==> src/rtl/prio_arb_pkg.sv <==
// Shared types and constants for the registered priority / round-robin arbiter.
package prio_arb_pkg;

    typedef enum logic [0:0] {
        IDLE,
        GRANT
    } state_e;

    localparam logic MODE_FIXED = 1'b0;
    localparam logic MODE_RR    = 1'b1;

endpackage

==> src/rtl/prio_pick.sv <==
// Combinational masked picker: fixed (highest index) or round-robin from a start pointer.
module prio_pick
    import prio_arb_pkg::*;
#(
    parameter int unsigned N   = 4,
    parameter int unsigned IDW = $clog2(N)
) (
    input  logic [N-1:0]   req,
    input  logic [N-1:0]   mask,
    input  logic [IDW-1:0] start,
    input  logic           mode,
    output logic [N-1:0]   win,
    output logic [IDW-1:0] win_id,
    output logic           any
);

    logic [N-1:0] eff;
    assign eff = req & ~mask;

    // Candidates are visited lowest-priority first so the last hit is the winner.
    always_comb begin
        logic [IDW-1:0] cand;
        win    = '0;
        win_id = '0;
        any    = |eff;
        cand   = '0;
        if (mode == MODE_RR) begin
            for (int k = int'(N) - 1; k >= 0; k--) begin
                cand = IDW'((int'(start) + int'(N) - k) % int'(N));
                if (eff[cand]) begin
                    win_id = cand;
                end
            end
        end else begin
            for (int i = 0; i < int'(N); i++) begin
                cand = IDW'(i);
                if (eff[cand]) begin
                    win_id = cand;
                end
            end
        end
        if (any) begin
            win[win_id] = 1'b1;
        end
    end

endmodule

==> src/rtl/prio_arbiter_rr.sv <==
// Registered N-input arbiter with hold limit; fixed-priority or round-robin selection.
module prio_arbiter_rr
    import prio_arb_pkg::*;
#(
    parameter int unsigned N        = 4,
    parameter int unsigned IDW      = $clog2(N),
    parameter int unsigned MAX_HOLD = 8
) (
    input  logic           clk,
    input  logic           rst_n,
    input  logic [N-1:0]   req,
    input  logic           mode,
    output logic [N-1:0]   gnt,
    output logic [IDW-1:0] gnt_id,
    output logic           valid
);

    localparam int unsigned    HCW      = $clog2(MAX_HOLD + 1);
    localparam logic [HCW-1:0] HOLD_MAX = HCW'(MAX_HOLD);
    localparam logic [IDW-1:0] LAST_ID  = IDW'(N - 1);

    state_e         state_q, state_d;
    logic [HCW-1:0] hold_q, hold_d;
    logic [IDW-1:0] ptr_q, ptr_d;
    logic [N-1:0]   gnt_q, gnt_d;
    logic [IDW-1:0] id_q, id_d;
    logic           valid_q, valid_d;

    logic [N-1:0]   p_win, x_win;
    logic [IDW-1:0] p_id, x_id;
    logic           p_any, x_any;

    prio_pick #(.N(N), .IDW(IDW)) u_pick_norm (
        .req    (req),
        .mask   ({N{1'b0}}),
        .start  (ptr_q),
        .mode   (mode),
        .win    (p_win),
        .win_id (p_id),
        .any    (p_any)
    );

    // Exclusion picker masks the current holder for hold-limit releases.
    prio_pick #(.N(N), .IDW(IDW)) u_pick_excl (
        .req    (req),
        .mask   (gnt_q),
        .start  (ptr_q),
        .mode   (mode),
        .win    (x_win),
        .win_id (x_id),
        .any    (x_any)
    );

    always_comb begin
        logic           new_grant;
        logic [N-1:0]   nw;
        logic [IDW-1:0] nid;
        state_d   = state_q;
        hold_d    = hold_q;
        ptr_d     = ptr_q;
        gnt_d     = gnt_q;
        id_d      = id_q;
        valid_d   = valid_q;
        new_grant = 1'b0;
        nw        = p_win;
        nid       = p_id;

        unique case (state_q)
            IDLE: begin
                new_grant = p_any;
            end
            GRANT: begin
                if (req[id_q] && (hold_q < HOLD_MAX)) begin
                    hold_d = hold_q + 1'b1;
                end else if (!req[id_q]) begin
                    if (p_any) begin
                        new_grant = 1'b1;
                    end else begin
                        state_d = IDLE;
                        gnt_d   = '0;
                        id_d    = '0;
                        valid_d = 1'b0;
                        hold_d  = '0;
                    end
                end else begin
                    // Sole requester at the limit is simply re-granted without a gap.
                    new_grant = 1'b1;
                    nw        = x_any ? x_win : gnt_q;
                    nid       = x_any ? x_id : id_q;
                end
            end
        endcase

        if (new_grant) begin
            state_d = GRANT;
            gnt_d   = nw;
            id_d    = nid;
            valid_d = 1'b1;
            hold_d  = HCW'(1);
            ptr_d   = (nid == '0) ? LAST_ID : nid - 1'b1;
        end
    end

    always_ff @(posedge clk or negedge rst_n) begin
        if (!rst_n) begin
            state_q <= IDLE;
            hold_q  <= '0;
            ptr_q   <= LAST_ID;
            gnt_q   <= '0;
            id_q    <= '0;
            valid_q <= 1'b0;
        end else begin
            state_q <= state_d;
            hold_q  <= hold_d;
            ptr_q   <= ptr_d;
            gnt_q   <= gnt_d;
            id_q    <= id_d;
            valid_q <= valid_d;
        end
    end

    assign gnt    = gnt_q;
    assign gnt_id = id_q;
    assign valid  = valid_q;

endmodule

==> config.mk <==
export PLATFORM = sky130hd
export DESIGN_NAME = prio_arbiter_rr
export DESIGN_NICKNAME = d
export VERILOG_FILES = /design/src/rtl/prio_arb_pkg.sv /design/src/rtl/prio_pick.sv /design/src/rtl/prio_arbiter_rr.sv
export SDC_FILE = /design/constraint.sdc
export NUM_CORES = 1
export LEC_CHECK = 0
export ABC_AREA = 1
export CAP_MARGIN = 20
export CORE_MARGIN = 2
export CORE_UTILIZATION = 45
export DETAILED_ROUTE_END_ITERATION = 6
export PLACE_DENSITY_LB_ADDON = 0.15
export SYNTH_ARGS = -nofsm -noshare
export SYNTH_HDL_FRONTEND = slang
export SYNTH_SLANG_ARGS = --single-unit
==> constraint.sdc <==
create_clock -name clk -period 2.3 [get_ports clk]
set_input_delay 0.23 -clock clk [delete_from_list [all_inputs] [get_ports clk]]
set_output_delay 0.23 -clock clk [all_outputs]
set_load 0.02 [all_outputs]
==> results of run 1 <==
routing by layer:
metal,vias up,share of wire [%],routed length [µm],track usage [%]
met1,599,41,1300,26.4
met5,-,0,0,0
met4,0,2.5,78,9.86
met3,11,3.1,98,1.86
met2,37,53,1660,39.1
li1,642,-,-,-
area by class of cell:
class | instances | area (µm²) | share of cell area [%]
clock buffers | 4 | 36.3 | 2.56
repair buffers | 16 | 153 | 10.8
flip-flops and latches | 14 | 353 | 24.9
multi-input cells | 148 | 724 | 51.1
well taps | 30 | 37.5 | 2.65
inverters | 26 | 113 | 7.95
power by group through the flow:
stage,registers [mW],clock network [mW],logic (mW)
2_1_floorplan,0.494,0,0.958
3_3_place_gp,0.483,0,1.29
3_5_place_dp,0.487,0,1.31
4_1_cts,0.482,0.178,1.31
5_1_grt,0.496,0.188,1.48
6_report,0.485,0.172,1.31
state kept, by name (all words and copies together) (netlist names):
register  count
gnt           4
state_q       1
gnt_id        2
hold_q        4
valid         1
ptr_q         2
cell usage in the layout (no fill, tap or decap), types with 2 or more instances in the layout:
master and count:
nand2_1 65, inv_1 17, o21ai_1 14, nand3_1 14, nor2_1 13, clkdlybuf4s50_1 13, dfrtp_1 12, nand2_2 9
inv_2 7, o21ai_0 7, a21oi_1 7, nand3_2 3, clkbuf_4 3, buf_4 3, nor3_1 2, nor2_2 2
o211ai_1 2, dfstp_2 2
cells by family (layout without fill, tap and decap cells):
family | count (synthesis) | in the layout | share of synthesized area, %
adders and majority gates | 1 | 1 | 1.03
buffers and inverters | 28 | 46 | 11.1
AOI/OAI and AO/OA | 34 | 34 | 15.7
and+or+nand+nor | 111 | 111 | 41.0
xor gates and xnor gates | 2 | 2 | 2.06
DFF | 14 | 14 | 29.1
critical path, delay by kind of cell (launching register included):
family / cells / cell delay [ns]
buf+inv: 1 / 0.19
flops: 1 / 0.63
compound gates: 4 / 0.37
simple gates: 9 / 0.74
final timing paths:
path / startpoint / endpoint
min reg2reg: valid / valid
min in group clk: valid / valid
max reg2reg: ptr_q[0] / gnt[0]
max in group asynchronous: rst_n / hold_q[3]
max: ptr_q[0] / gnt[0]
min: rst_n / gnt_id[0]
==> summary.txt, run 1 <==
Global routing
  – First-pass GRT wire length: 5.47 mm
  – Largest net degree at the start of global routing: 15
  – Remaining Overflow, GRT: 0
  – Initial antenna violation count: 0
  – Total GRT Usage: 21.8%
  – Vias in the first global route: about 1.2k

Power and ir drop
  – Comb pwr share: between 60% and 70%
  – PD cells: between 1000 and 1500 nW/µm²
  – Net Sw Frac: 51.4%
  – Psw: 1.01 mW
  – Clock network fraction of total power: 8.7%
  – Tot Pwr: 1.97 mW
  – Cell leakage power: roughly 0.72 nW
  – Internal Pwr Total: 0.957 mW
  – Worst vdd ir: between 0.8 and 0.9 mV
  – Sequential Power Share: 24.6%

Floorplanning
  – Die W: approximately 56 µm
  – Starting Density: between 40% and 50%
  – Die area: 3130 µm²
  – Placement Rows: 18
  – CORE AREA: around 2500 µm²
  – Die height: 55.9 µm
  – IO Pins: 14

Synth
  – Post-synthesis async set-or-reset flop share: 100%
  – Flop and latch count out of synthesis: 14
  – Syn_nets: 198
  – Sequential share of the synthesized area: between 20% and 30%
  – Synth cell types: 28
  – Post-synthesis cell area: around 1200 µm²
  – Avg Cell Area, Syn: approximately 6.4 µm²
  – Ys flop type: dfrtp_1
  – Largest cells by area after synthesis: dfrtp_1, nand2_1, nand3_1, o21ai_1, inv_1
  – Yosys warns: 0
  – Most common cell in the synthesized netlist: nand2_1
  – Leading area contributor after synthesis: dfrtp_1
  – Post-synth EDFFs: 0
  – Top cells by count, synth: nand2_1, inv_1, nand3_1, o21ai_1, nor2_1
  – Synth top area share: between 20 and 25%
  – Cell count after synthesis: 190

STA
  – Final Hold Viols: 0
  – # setup viols final: 0
  – Slew margin rel.: 58.8%
  – Setup TNS: 0 ns
  – RSZ-0062 raised after global routing: no
  – Period utilisation layout: a little under 90%
  – Worst-Margin Slew: 0.616 ns
  – Max Slew Vio Count: 0
  – Fin Clk Skew: 0.00908 ns
  – F_max: slightly below 0.5 GHz
  – Final WS setup: 0.251 ns
  – Minimum clock period: 2.05 ns
  – Fin Hold WS: 0.331 ns

Critical path
  – R2r setup slk: ~0.25 ns
  – Arrival time at the worst endpoint: 2.22 ns
  – CP Class: reg2reg
  – Setup crit end kind: register
  – Critical-path cell list: buf_4, nand2_1, o21ai_0, nand2_1, nand2_1, nand3_2, nand2_2, a21oi_2, o21ai_2, nand2_2, nand3_1, o21ai_1, nand2_1, nand2_1
  – Critical Path Max Stage Delay: between 0.6 and 0.7 ns
  – Slowest-stage cell, CP: dfstp_2
  – Crit Path Max Fanout: 9
  – Crit path top cell by count: nand2_1
  – Worst EP required: between 2 and 2.5 ns
  – Crit start category: register
  – Cells on worst reg2reg path: 14

Routing
  – Iteration-0 DRC Markers: 35
  – Vias post-DR: 1289
  – Antenna Nets Post-Route: 0
  – Drt total wl: 3.13 mm
  – Vias per Instance: 5.42
  – Pre-antenna DRT Iters: 4
  – Drt drc: 0
  – DR WL/cell: 13.2 µm

Clock tree
  – CTS Buffer Depth: 2
  – H-tree levels: 1
  – Total CTS buffers: 3
  – Post-cts repair resize count: 0
  – Post-CTS setup buffers: 0
  – Skew-Pair Late Insertion Delay: 0.28 ns
  – CTS root buf: clkbuf_4
  – Clk pin slew, worst setup/hold paths: 0.09 ns
  – Clk sinks: 14
  – Hold-fix buffers, CTS: 0
  – CTS tree: built

Place
  – DP Area: about 1400 µm²
  – Pre-CTS WS: ~0.068 ns
  – HPWL after DPL: 2.58 mm
  – Inst Count DP: 234
  – Port Buf Inserts: 13
  – Placer Congestion: 0.887

Hold path
  – Worst hold path type: in2async

Final layout
  – Fin util: between 50% and 60%
  – Antenna Cells: 0
  – Share of post-route cells with drive strength above 1: between 10% and 20%
  – Fillcell total: around 270
  – Area Overhead vs Synth: 16.8%
  – Number of cells in the finished layout apart from fillers: 238
  – Finished layout cell area: 1420 µm²
  – Final #Nets: 217

Flow run
  – Total of max-cap violations: 0

Run status
  – Status: completed
No activity file was read; power rests on OpenSTA's default activity.
==> run 2, diff against run 1 <==
--- a/config.mk
+++ b/config.mk
@@ -11,6 +11,7 @@
 export CORE_UTILIZATION = 45
 export DETAILED_ROUTE_END_ITERATION = 6
 export PLACE_DENSITY_LB_ADDON = 0.15
+export SETUP_SLACK_MARGIN = 0.1
 export SYNTH_ARGS = -nofsm -noshare
 export SYNTH_HDL_FRONTEND = slang
 export SYNTH_SLANG_ARGS = --single-unit
==> run 2 against run 1 <==
  * Worst hold slack unchanged
  * Largest cell class unchanged
  * Cell count up 0.42%
  * Highest routed layer unchanged
  * First-iteration DRC count is 5.7% higher
  * Via count up 0.54%
==> summary.txt, run 2 (same netlist as run 1, synthesis figures left out) <==
Global routing
  – Largest net degree at the start of global routing: 15
  – Vias in the first global route: 1244
  – Remaining Overflow, GRT: 0
  – Total GRT Usage: 21.8%
  – Initial antenna violation count: 0
  – First-pass GRT wire length: 5.47 mm

Floorplanning
  – Starting Density: 48.1%
  – Die area: 3130 µm²
  – Placement Rows: 18
  – Die W: roughly 56 µm
  – CORE AREA: 2520 µm²
  – Die height: 55.9 µm
  – IO Pins: 14

STA
  – # setup viols final: 0
  – Fin Clk Skew: a little over 0.009 ns
  – Final Hold Viols: 0
  – Setup TNS: 0 ns
  – Fin Hold WS: 0.331 ns
  – Worst-Margin Slew: roughly 0.62 ns
  – Period utilisation layout: 86.9%
  – Max Slew Vio Count: 0
  – Minimum clock period: 2.00 ns
  – F_max: 0.500 GHz
  – RSZ-0062 raised after global routing: no
  – Slew margin rel.: 58.8%

Clock tree
  – CTS Buffer Depth: 2
  – Clk pin slew, worst setup/hold paths: 0.09 ns
  – Post-cts repair resize count: 0
  – CTS root buf: clkbuf_4
  – CTS tree: built
  – Total CTS buffers: 3
  – Clk sinks: 14
  – Skew-Pair Late Insertion Delay: 0.28 ns
  – H-tree levels: 1

Critical path
  – Arrival time at the worst endpoint: 2.22 ns
  – Crit start category: register
  – Reg-to-Reg Start: ptr_q[0]
  – Crit path capture: gnt[2]
  – Slowest-stage cell, CP: dfstp_2
  – Critical Path Max Stage Delay: 0.59 ns
  – R2R Path End: gnt[2]
  – Crit path top cell by count: nand2_1
  – Worst EP required: 2.52 ns
  – Setup crit end kind: register
  – Cells on worst reg2reg path: 15
  – Critical-path cell list: buf_12, inv_2, nand2_1, o21ai_1, nand2_1, nand2_1, nand3_2, nand2_2, a21oi_2, o21ai_2, nand2_2, nand2_1, o21ai_1, nand2_1, nand2_1
  – Crit Path Max Fanout: 6
  – R2r setup slk: 0.30 ns
  – CP Class: reg2reg
  – Critical Path Start: ptr_q[0]

Run status
  – Status: completed

Routing
  – Vias post-DR: 1296
  – Vias per Instance: 5.42
  – Drt drc: 0
  – Antenna Nets Post-Route: 0
  – DR WL/cell: 13.1 µm
  – Drt total wl: 3.14 mm
  – Pre-antenna DRT Iters: 4
  – Iteration-0 DRC Markers: 37

Power and ir drop
  – Internal Pwr Total: 0.988 mW
  – Comb pwr share: approximately two thirds
  – Clock network fraction of total power: 8.6%
  – Net Sw Frac: 50.8%
  – Cell leakage power: 0.727 nW
  – PD cells: about 1400 nW/µm²
  – Psw: approximately 1.0 mW
  – Worst vdd ir: just under 0.9 mV
  – Sequential Power Share: 23.8%

Hold path
  – Worst hold path type: in2async

Place
  – Placer Congestion: about 0.89
  – Port Buf Inserts: 13
  – HPWL after DPL: 2.58 mm

Final layout
  – Most frequent cells in the layout: nand2_1, inv_1, o21ai_1, nand3_1
  – Area Overhead vs Synth: 18.5%
  – Share of post-route cells with drive strength above 1: 17.7%
  – Antenna Cells: 0
  – Final #Nets: 218
  – Fillcell total: 264
  – Leading cell type in the layout, fill and taps excluded: nand2_1

Flow run
  – Total of max-cap violations: 0
==> run 2: cell type report <==
class                           instances  area (µm²)  share of cell area, %
Tap cell                               30        37.5                   2.61
Clock buffer                            4        36.3                   2.53
Multi-Input combinational cell        148         724                   50.4
Timing Repair Buffer                   17         173                   12.0
Sequential cell                        14         353                   24.6
Inverter                               26         113                   7.84
==> run 2: critical path: cells and delay by family (launching register included) <==
family / cells / cell delay [ns]
and+or+nand+nor: 9 / 0.68
DFF: 1 / 0.59
AOI/OAI and AO/OA: 4 / 0.49
buffers and inverters: 2 / 0.18
==> run 2: what timing repair did <==
| action | 4_1_cts | 5_1_grt |
|---|---|---|
| endpoints found under the hold margin | 0 | 0 |
| hold buffers | 0 | 0 |
| setup endpoints to repair | 0 | 1 |
| setup buffers | 0 | 1 |
==> run 2: stage by stage <==
stage / std cells / area, µm² / power [mW] / setup slack, ns / utilization, %
floorplan: 190 / 1210 / 1.45 / 0.575 / -
global route: 239 / 1440 / 2.20 / 0.0966 / 56.9
finish: 239 / 1440 / 2.01 / 0.301 / 56.9
detailed placement: 234 / 1380 / 1.79 / 0.0677 / 54.7
global placement: 234 / 1380 / 1.77 / 0.116 / 54.7
CTS: 238 / 1420 / 1.97 / 0.269 / 56.2
==> run 2: per-layer routing <==
layer / GRT usage [%] / vias up / part of all wire (%) / wire length (µm)
met4: 9.86 / 0 / 2.5 / 78
met5: 0 / - / 0 / 0
met2: 39.1 / 37 / 53 / 1670
li1: - / 645 / - / -
met3: 1.86 / 11 / 3.1 / 98
met1: 26.4 / 603 / 41 / 1300
==> run 2: worst min-delay path by stage <==
stage,depth (start not counted),slack [ns],from,to
after floorplan,0,-0.07,rst_n,gnt[0]
after global placement,2,0.50,valid,valid
after detailed placement,2,0.51,valid,valid
after CTS,1,0.34,rst_n,hold_q[0]
after global routing,1,0.38,rst_n,gnt_id[0]
final,1,0.33,rst_n,gnt_id[0]
==> run 2: power groups by stage <==
stage | Sequential, mW | Combinational (mW) | Clock (mW)
6_report | 0.478 | 1.36 | 0.172
3_3_place_gp | 0.483 | 1.29 | 0
3_5_place_dp | 0.487 | 1.31 | 0
2_1_floorplan | 0.494 | 0.958 | 0
5_1_grt | 0.490 | 1.52 | 0.188
4_1_cts | 0.482 | 1.31 | 0.178
==> run 3, diff against run 2 <==
--- a/config.mk
+++ b/config.mk
@@ -7,6 +7,7 @@
 export LEC_CHECK = 0
 export ABC_AREA = 1
 export CAP_MARGIN = 20
+export CORE_ASPECT_RATIO = 1.4
 export CORE_MARGIN = 2
 export CORE_UTILIZATION = 45
 export DETAILED_ROUTE_END_ITERATION = 6
==> run 3 against run 2 <==
  * Highest routed layer unchanged
  * Combinational power decreased by 5%
  * Worst hold slack got worse by 0.0024 ns
  * Total power is 2.3% lower
  * Maximum frequency up 0.48%
  * Clock skew fell by 0.0044 ns
  * Largest cell class unchanged
  * Flip-flop and latch count unchanged
  * Register-to-register slack about the same
  * Largest power group unchanged
  * Wire length down 3.9%
  * Worst setup slack improved by 0.0095 ns
  * First-iteration DRC count increased by 30%
  * Clock-buffer cell count stayed put
==> summary.txt, run 3 (same netlist as run 1, synthesis figures left out) <==
Floorplanning
  – IO Pins: 14
  – CORE AREA: 2590 µm²
  – Die height: 65.4 µm
  – Die area: 3130 µm²
  – Placement Rows: 22
  – Die W: 47.9 µm
  – Starting Density: between 40 and 50%

Clock tree
  – Skew-Pair Late Insertion Delay: 0.28 ns
  – CTS Buffer Depth: 2
  – Clk sinks: 14
  – CTS tree: built
  – Hold-fix buffers, CTS: 0
  – Total CTS buffers: 3
  – Clk pin slew, worst setup/hold paths: roughly 0.080 ns
  – H-tree levels: 1
  – CTS root buf: clkbuf_4

Power and ir drop
  – Worst vdd ir: 0.916 mV
  – Cell leakage power: approximately 0.72 nW
  – PD cells: 1370 nW/µm²

Final layout
  – Most frequent cells in the layout: nand2_1, inv_1, o21ai_1, nand3_1
  – Antenna Cells: 0
  – Finished layout cell area: 1430 µm²
  – Share of post-route cells with drive strength above 1: approximately 17%
  – Area Overhead vs Synth: 17.8%
  – Leading cell type in the layout, fill and taps excluded: nand2_1
  – Final #Nets: 217

STA
  – Slew margin rel.: 59.1%
  – F_max: 0.503 GHz
  – Max Slew Vio Count: 0
  – Period utilisation layout: 86.5%
  – Setup TNS: 0 ns
  – RSZ-0062 raised after global routing: no
  – Fin Clk Skew: 0.00470 ns
  – # setup viols final: 0
  – Minimum clock period: 1.99 ns
  – Worst-Margin Slew: 0.612 ns
  – Final Hold Viols: 0

Critical path
  – Top delay family on crit path: simple AND/OR/NAND/NOR gates
  – Worst EP required: 2.51 ns
  – Slowest-stage cell, CP: dfstp_4
  – Arrival time at the worst endpoint: 2.20 ns
  – Reg-to-Reg Start: ptr_q[0]
  – CP Class: reg2reg
  – Crit start category: register
  – Setup crit end kind: register
  – Crit Path Max Fanout: 14
  – Critical-path cell list: nor2_1, nor2_1, nand2_2, nand3_2, nand2_2, o21ai_2, nand3_1, nand2_1, nand2_1, nand2_1, nand2_1
  – Critical Path Max Stage Delay: ~0.72 ns
  – Crit path top cell by count: nand2_1
  – CP bufs+invs: 0
  – Critical Path Start: ptr_q[0]

Global routing
  – Initial antenna violation count: 0
  – Largest net degree at the start of global routing: 15
  – First-pass GRT wire length: 5.33 mm
  – Vias in the first global route: roughly 1.3k
  – Remaining Overflow, GRT: 0
  – Total GRT Usage: 23.3%

Routing
  – Pre-antenna DRT Iters: 4
  – Iteration-0 DRC Markers: 48
  – Antenna Nets Post-Route: 0
  – Drt drc: 0
  – Drt total wl: 3.02 mm
  – Vias post-DR: 1270
  – DR WL/cell: around 12 µm
  – Vias per Instance: 5.20

Run status
  – Status: completed

Flow run
  – Total of max-cap violations: 0

Place
  – HPWL after DPL: between 2 and 3 mm
  – DP Area: 1380 µm²
  – Port Buf Inserts: 13
  – Placer Congestion: 0.964

Hold path
  – Worst hold path type: in2async
run 3: layout make-up:
class,count,area (µm²)
Timing Repair Buffer,16,153
Fill cell,266,1160
Inverter,26,113
Tap cell,36,45.0
Sequential cell,14,357
Clock buffer,4,36.3
Multi-Input combinational cell,148,724
run 3: final timing paths:
kind,end,slack [ns],cells past startpoint
worst max-delay path,ptr_q[1],0.31,11
worst min register to register,valid,0.51,2
worst min-delay path,hold_q[0],0.33,1
worst max register to register,ptr_q[1],0.31,11
min in group clk,valid,0.51,2
max in group asynchronous,state_q,1.58,1
run 3: layer usage:
layer | up-vias | routed length (µm) | GRT usage (%) | part of all wire [%]
met5 | - | 0 | 0 | 0
li1 | 643 | - | - | -
met3 | 9 | 63 | 0.824 | 2.1
met2 | 25 | 1670 | 41.5 | 55
met4 | 0 | 87 | 11.5 | 2.9
met1 | 593 | 1200 | 26.6 | 40
run 3: repair_timing:
item | in CTS | in global routing
hold endpoints to repair | 0 | 0
setup buffers | 0 | 1
gates resized for setup | 0 | 1
setup endpoints to repair | 0 | 1
run 3: per-stage QoR:
step	hold slack [ns]	setup slack, ns	total power, mW	std cells	utilization, %
6_report	0.329	0.310	1.96	244	55.2
5_1_grt	0.383	0.108	2.16	244	55.2
4_1_cts	0.340	0.285	1.96	243	54.7
3_5_place_dp	0.493	0.116	1.78	239	53.3
3_3_place_gp	0.490	0.153	1.76	239	53.3
2_1_floorplan	-0.0656	0.575	1.45	190	-
run 3: where the power goes:
group / total, mW / internal [mW] / switching [mW]
sequential: 0.501 / 0.363 / 0.138
clock: 0.174 / 0.0963 / 0.0773
combinational: 1.29 / 0.504 / 0.782
==> variant 1, RTL diff (config.mk and constraints of run 2) <==
Reset style: synchronous (`rst_n`), changed in one clocked block.
--- a/src/rtl/prio_arbiter_rr.sv
+++ b/src/rtl/prio_arbiter_rr.sv
@@ -101,7 +101,7 @@
         end
     end
 
-    always_ff @(posedge clk or negedge rst_n) begin
+    always_ff @(posedge clk) begin
         if (!rst_n) begin
             state_q <= IDLE;
             hold_q  <= '0;
Behaviour: differs if rst_n is asserted again (counterexample within 4 cycles, from zero or initial values and one cycle with rst_n low); with rst_n held inactive, the same outputs for 4 cycles.
==> variant 1 against run 2 <==
Routed wire length shrank 16%; sequential cell count is the same; synthesized area shrank 10%; global-route usage shrank 0.57 points; setup slack gained 0.057 ns; synthesized cell count shrank 3.7%; final area shrank 11%; critical path type is now in -> reg; highest routed layer unchanged.
Power is not compared: it rests on default switching activity, and its combinational part moved more than twofold at a synthesized area within 25%.
==> variant 1: results (changes against run 2) <==
[run_status]
status=complete, no violations

[route]
num_vias=1186  ; -8.5%
dr.pass1.iters=4  ; unchanged
wire_per_inst_um=11.6  ; -11%
routed_via_density=5.22  ; -3.6%

[global_routing]
grt_pass1_wl_um=4330  ; -21%
grt_pass1_vias=1003  ; -19%
use_met1_pct=27.1  ; +0.69 points
grt_max_degree=11  ; -4
grt_use_total_pct=21.2  ; -0.57 points
antenna_found_initial=0  ; unchanged
busiest_layer=met2
grtUsageMet3_pct=5.37  ; +3.5 points
use_met2_pct=34.6  ; -4.5 points

[clocking]
cts_resized=0  ; unchanged
ctsHtreeMaxLevel=1  ; unchanged
cts_buffers=3  ; unchanged
clockBufferDepth=2  ; unchanged
clk_pin_slew_worst_paths_ns=0.08
worstSkewPairLatency_ns=0.28  ; about the same

[synthesis]
netlist_instances=183  ; -3.7%
synth_cell_types=27  ; -3.6%
synth_common_cells=nand2_1, inv_1, nor2_1
ys_seq_area_share_pct=25.8  ; -3.3 points
async_flop_share_pct=0  ; -100 points
yosysWarnings=0  ; unchanged
synthesis.nets=191  ; -3.5%
yosys-top-cells-area=dfxtp_1, nand2_1, inv_1

[timing]
maxSlewHeadroom_pct=77.8  ; +19 points
finClkSkew_ns=0.00440  ; -0.00467 ns

[place]
dp_hpwl_um=2130  ; -17%
io_buffers=13  ; unchanged
dp_slack_ns=0.0850  ; +0.0172 ns
dpl-instance-area_mm2=0.00125  ; -9.5%
placedCellCount=224  ; -4.3%
gp_congestion=0.932  ; +5.1%

[final_layout]
drive_gt1_share_pct=11.1  ; -6.6 points
nets=209  ; -4.1%
fillers=236  ; -11%
antenna_cells=0  ; unchanged

[setup_path]
critPathMaxStageDelay_ns=0.54  ; -0.05 ns
slowest_stage=clkdlybuf4s50_1
cp_max_fo=7  ; +1

[power]
ir_worst_vdd_mv=0.354
p_switching_uw=316
leakage_nw=0.607

[worst_hold_path]
hold_class=reg -> reg

-- variant 1: final timing paths --
kind | start | end | slack, ns | cells past startpoint
setup / recovery | req[3] | gnt[0] | 0.36 | 12
hold / removal | hold_q[3] | hold_q[3] | 0.48 | 2
setup reg to reg | gnt_id[1] | gnt[0] | 0.46 | 12
hold reg to reg | hold_q[3] | hold_q[3] | 0.48 | 2
-- variant 1: cells by family (layout without fill, tap and decap cells) --
| group | count (synthesis) | in the layout | share of synthesized area [%] |
|---|---|---|---|
| AND/OR/NAND/NOR | 104 | 104 | 44.2 |
| XOR/XNOR | 1 | 1 | 0.806 |
| adder cells (fa/ha/maj) | 1 | 1 | 1.15 |
| flip-flops | 14 | 14 | 25.8 |
| AO/OA/AOI/OAI | 28 | 28 | 15.3 |
| buffers and inverters | 35 | 51 | 12.8 |
-- variant 1: cell type report --
| class | instances | area (µm²) | share of cell area, % |
|---|---|---|---|
| Multi-Input combinational cell | 134 | 668 | 52.6 |
| Sequential cell | 14 | 280 | 22.0 |
| Timing Repair Buffer | 14 | 138 | 10.8 |
| Inverter | 34 | 128 | 10.0 |
| Tap cell | 28 | 35.0 | 2.76 |
| Clock buffer | 3 | 22.5 | 1.77 |
-- variant 1: routing by layer --
metal / wire length [µm] / vias to the layer above
li1: - / 618
met1: 1270 / 534
met2: 1200 / 29
met3: 144 / 5
met4: 29 / 0
met5: 0 / -
-- variant 1: worst max-delay path: cells and delay by family --
| kind | cells | cell delay [ns] |
|---|---|---|
| buf+inv | 2 | 0.64 |
| compound gates | 3 | 0.39 |
| simple gates | 7 | 0.89 |
-- variant 1: power groups by stage --
stage               sequential [mW]  combinational (mW)  clock (mW)
floorplan                     0.310               0.228           0
global placement              0.303               0.326           0
detailed placement            0.303               0.328           0
CTS                           0.298               0.331       0.141
global route                  0.302               0.374       0.151
finish                        0.298               0.333       0.134
==> variant 2, RTL diff (config.mk and constraints of run 2) <==
Made on the original files. The parameter `MAX_HOLD` goes from 8 to 16.
--- a/src/rtl/prio_arbiter_rr.sv
+++ b/src/rtl/prio_arbiter_rr.sv
@@ -4,7 +4,7 @@
 #(
     parameter int unsigned N        = 4,
     parameter int unsigned IDW      = $clog2(N),
-    parameter int unsigned MAX_HOLD = 8
+    parameter int unsigned MAX_HOLD = 16
 ) (
     input  logic           clk,
     input  logic           rst_n,
Check against the original RTL: no difference found for any inputs over 4 cycles, from zero or initial values and one cycle with rst_n low; that may be too few to reach the edited logic, so the function may still have changed.
==> variant 2 against run 2 <==
Synthesized cell count rose by 7.9%; routed wire length grew 3.9%; final area increased by 1.0%; sequential cell count up 1; synthesized area up 4.2%; sequential share of layout area is 1.5 points higher; clock skew fell by 0.0083 ns; final cell count is 5.9% higher; setup slack improved by 0.034 ns; sequential power is 7.3% higher; combinational power fell by 6%; utilization decreased by 3.4 points; total power shrank 3.2%; critical endpoint is now gnt[3]; largest cell class unchanged; highest routed layer unchanged.
==> variant 2: results (changes against run 2) <==
[global_routing]
grt_pass1_vias=1279  ; +2.8%
grt_use_total_pct=21.9  ; +0.11 points
antenna_found_initial=0  ; unchanged
grt_pass1_wl_um=5730  ; +4.8%
grt_max_degree=16  ; +1

[synthesis]
synth_xor_area_share_pct=1.39  ; -0.68 points
ys_seq_area_share_pct=29.9  ; +0.80 points
ys.flop_type=dfrtp_1
synth_adder_area_share_pct=0.990  ; -0.042 points
synth_cell_types=26  ; -7.1%
synthesis.nets=213  ; +7.6%
yosys-top-cells-area=dfrtp_1, nand2_1, nand3_1
synth_common_cells=nand2_1, inv_1, nand3_1
async_flop_share_pct=100  ; unchanged
syn_area_per_cell_um2=6.16  ; -3.4%
synth-compound-area-share_pct=13.3  ; -2.4 points

[timing]
holdWs_ns=0.338  ; +0.00700 ns
finClkSkew_ns=0.000799  ; -0.00828 ns
maxSlewHeadroom_pct=56.6  ; -2.2 points

[place]
dp_slack_ns=0.231  ; +0.163 ns
dpl-instance-area_mm2=0.00143  ; +3.3%
placedCellCount=249  ; +6.4%
gp_congestion=0.879  ; -0.89%
io_buffers=13  ; unchanged
dp_hpwl_um=2590  ; +0.42%

[clocking]
cts_resized=0  ; unchanged
post_cts_buffers=0  ; unchanged

[route]
wire_per_inst_um=12.9  ; -1.9%
totalWireLength_um=3260  ; +3.9%
drt_iter0_drc=76  ; +110%
ant_nets=0  ; unchanged
routed_via_density=5.36  ; -1.2%

[power]
ir_worst_vdd_mv=0.881  ; +0.24%
leakage_nw=0.755  ; +3.8%

[final_layout]
area_delta_synth_final_pct=14.9
fillers=295  ; +12%
top_register=hold_q
drive_gt1_share_pct=12.2  ; -5.5 points
nets=231  ; +6.0%

[setup_path]
reg2reg_depth=13  ; -2
cp_max_fo=9  ; +3
crit_start=ptr_q[1]
worstPathArrival_ns=2.13  ; -0.09 ns
r2r_slack_ns=0.33  ; +0.03 ns
r2r_end=gnt[3]

[run_status]
status=complete, no violations

[run]
drv_cap=0  ; unchanged

[worst_hold_path]
hold_class=in -> async

[variant 2: changes by cell type after synthesis, sizes merged, moves of 2 or more]
cell           run 2  this run
a21oi              8         6
a31oi              0         2
nand2             74        92
nand3             17        22
nor3               2         0
o211ai             2         0
o21ai             22        16
o22ai              0         2
[variant 2: per-layer routing]
layer,share of wire [%],track usage (%),vias up
met3,4.8,2.72,2
met5,0,0,-
met2,49,36.5,46
met4,0.43,7.97,0
li1,-,-,692
met1,46,29.4,616
[variant 2: how the worst max path moves through the flow]
| stage | end | cells after the start | slack (ns) |
|---|---|---|---|
| 2_1_floorplan | gnt[3] | 14 | 0.64 |
| 3_3_place_gp | ptr_q[1] | 12 | 0.29 |
| 3_5_place_dp | ptr_q[1] | 12 | 0.23 |
| 4_1_cts | ptr_q[1] | 14 | 0.37 |
| 5_1_grt | ptr_q[1] | 14 | 0.14 |
| 6_report | gnt[3] | 13 | 0.33 |
[variant 2: cell families (layout without fill, tap and decap cells)]
group	count (synthesis)	in the layout
XOR/XNOR	2	2
buffers and inverters	26	43
flip-flops	15	15
AO/OA/AOI/OAI	29	29
AND/OR/NAND/NOR	132	132
adder cells (fa/ha/maj)	1	1
[variant 2: layout make-up]
| cell class | instances | area share (%) |
|---|---|---|
| timing repair buffer | 16 | 10.5 |
| tap | 31 | 2.67 |
| clock buffer | 4 | 1.81 |
| multi-input combinational | 164 | 53.0 |
| sequential | 15 | 26.0 |
| inverter | 23 | 5.95 |
[variant 2: worst max-delay path, stage by stage, from the launching register on]
cell and delay [ns]:
dfstp_2 0.65, inv_2 0.11, nand2_1 0.11, nand2_1 0.13, nand2_1 0.13, nand2_1 0.05, inv_1 0.06, nand3_1 0.07
nand2_1 0.05, nand2_1 0.05, nand2_2 0.08, nand2_1 0.09, a22oi_1 0.16, o21ai_1 0.09
[variant 2: power by group]
part           internal [mW]  switching [mW]  total, mW  leakage, nW
Sequential             0.383           0.130      0.513        0.183
Combinational          0.460           0.817       1.28        0.557
Clock                 0.0673          0.0859      0.153       0.0150
Total                  0.911            1.03       1.94        0.755
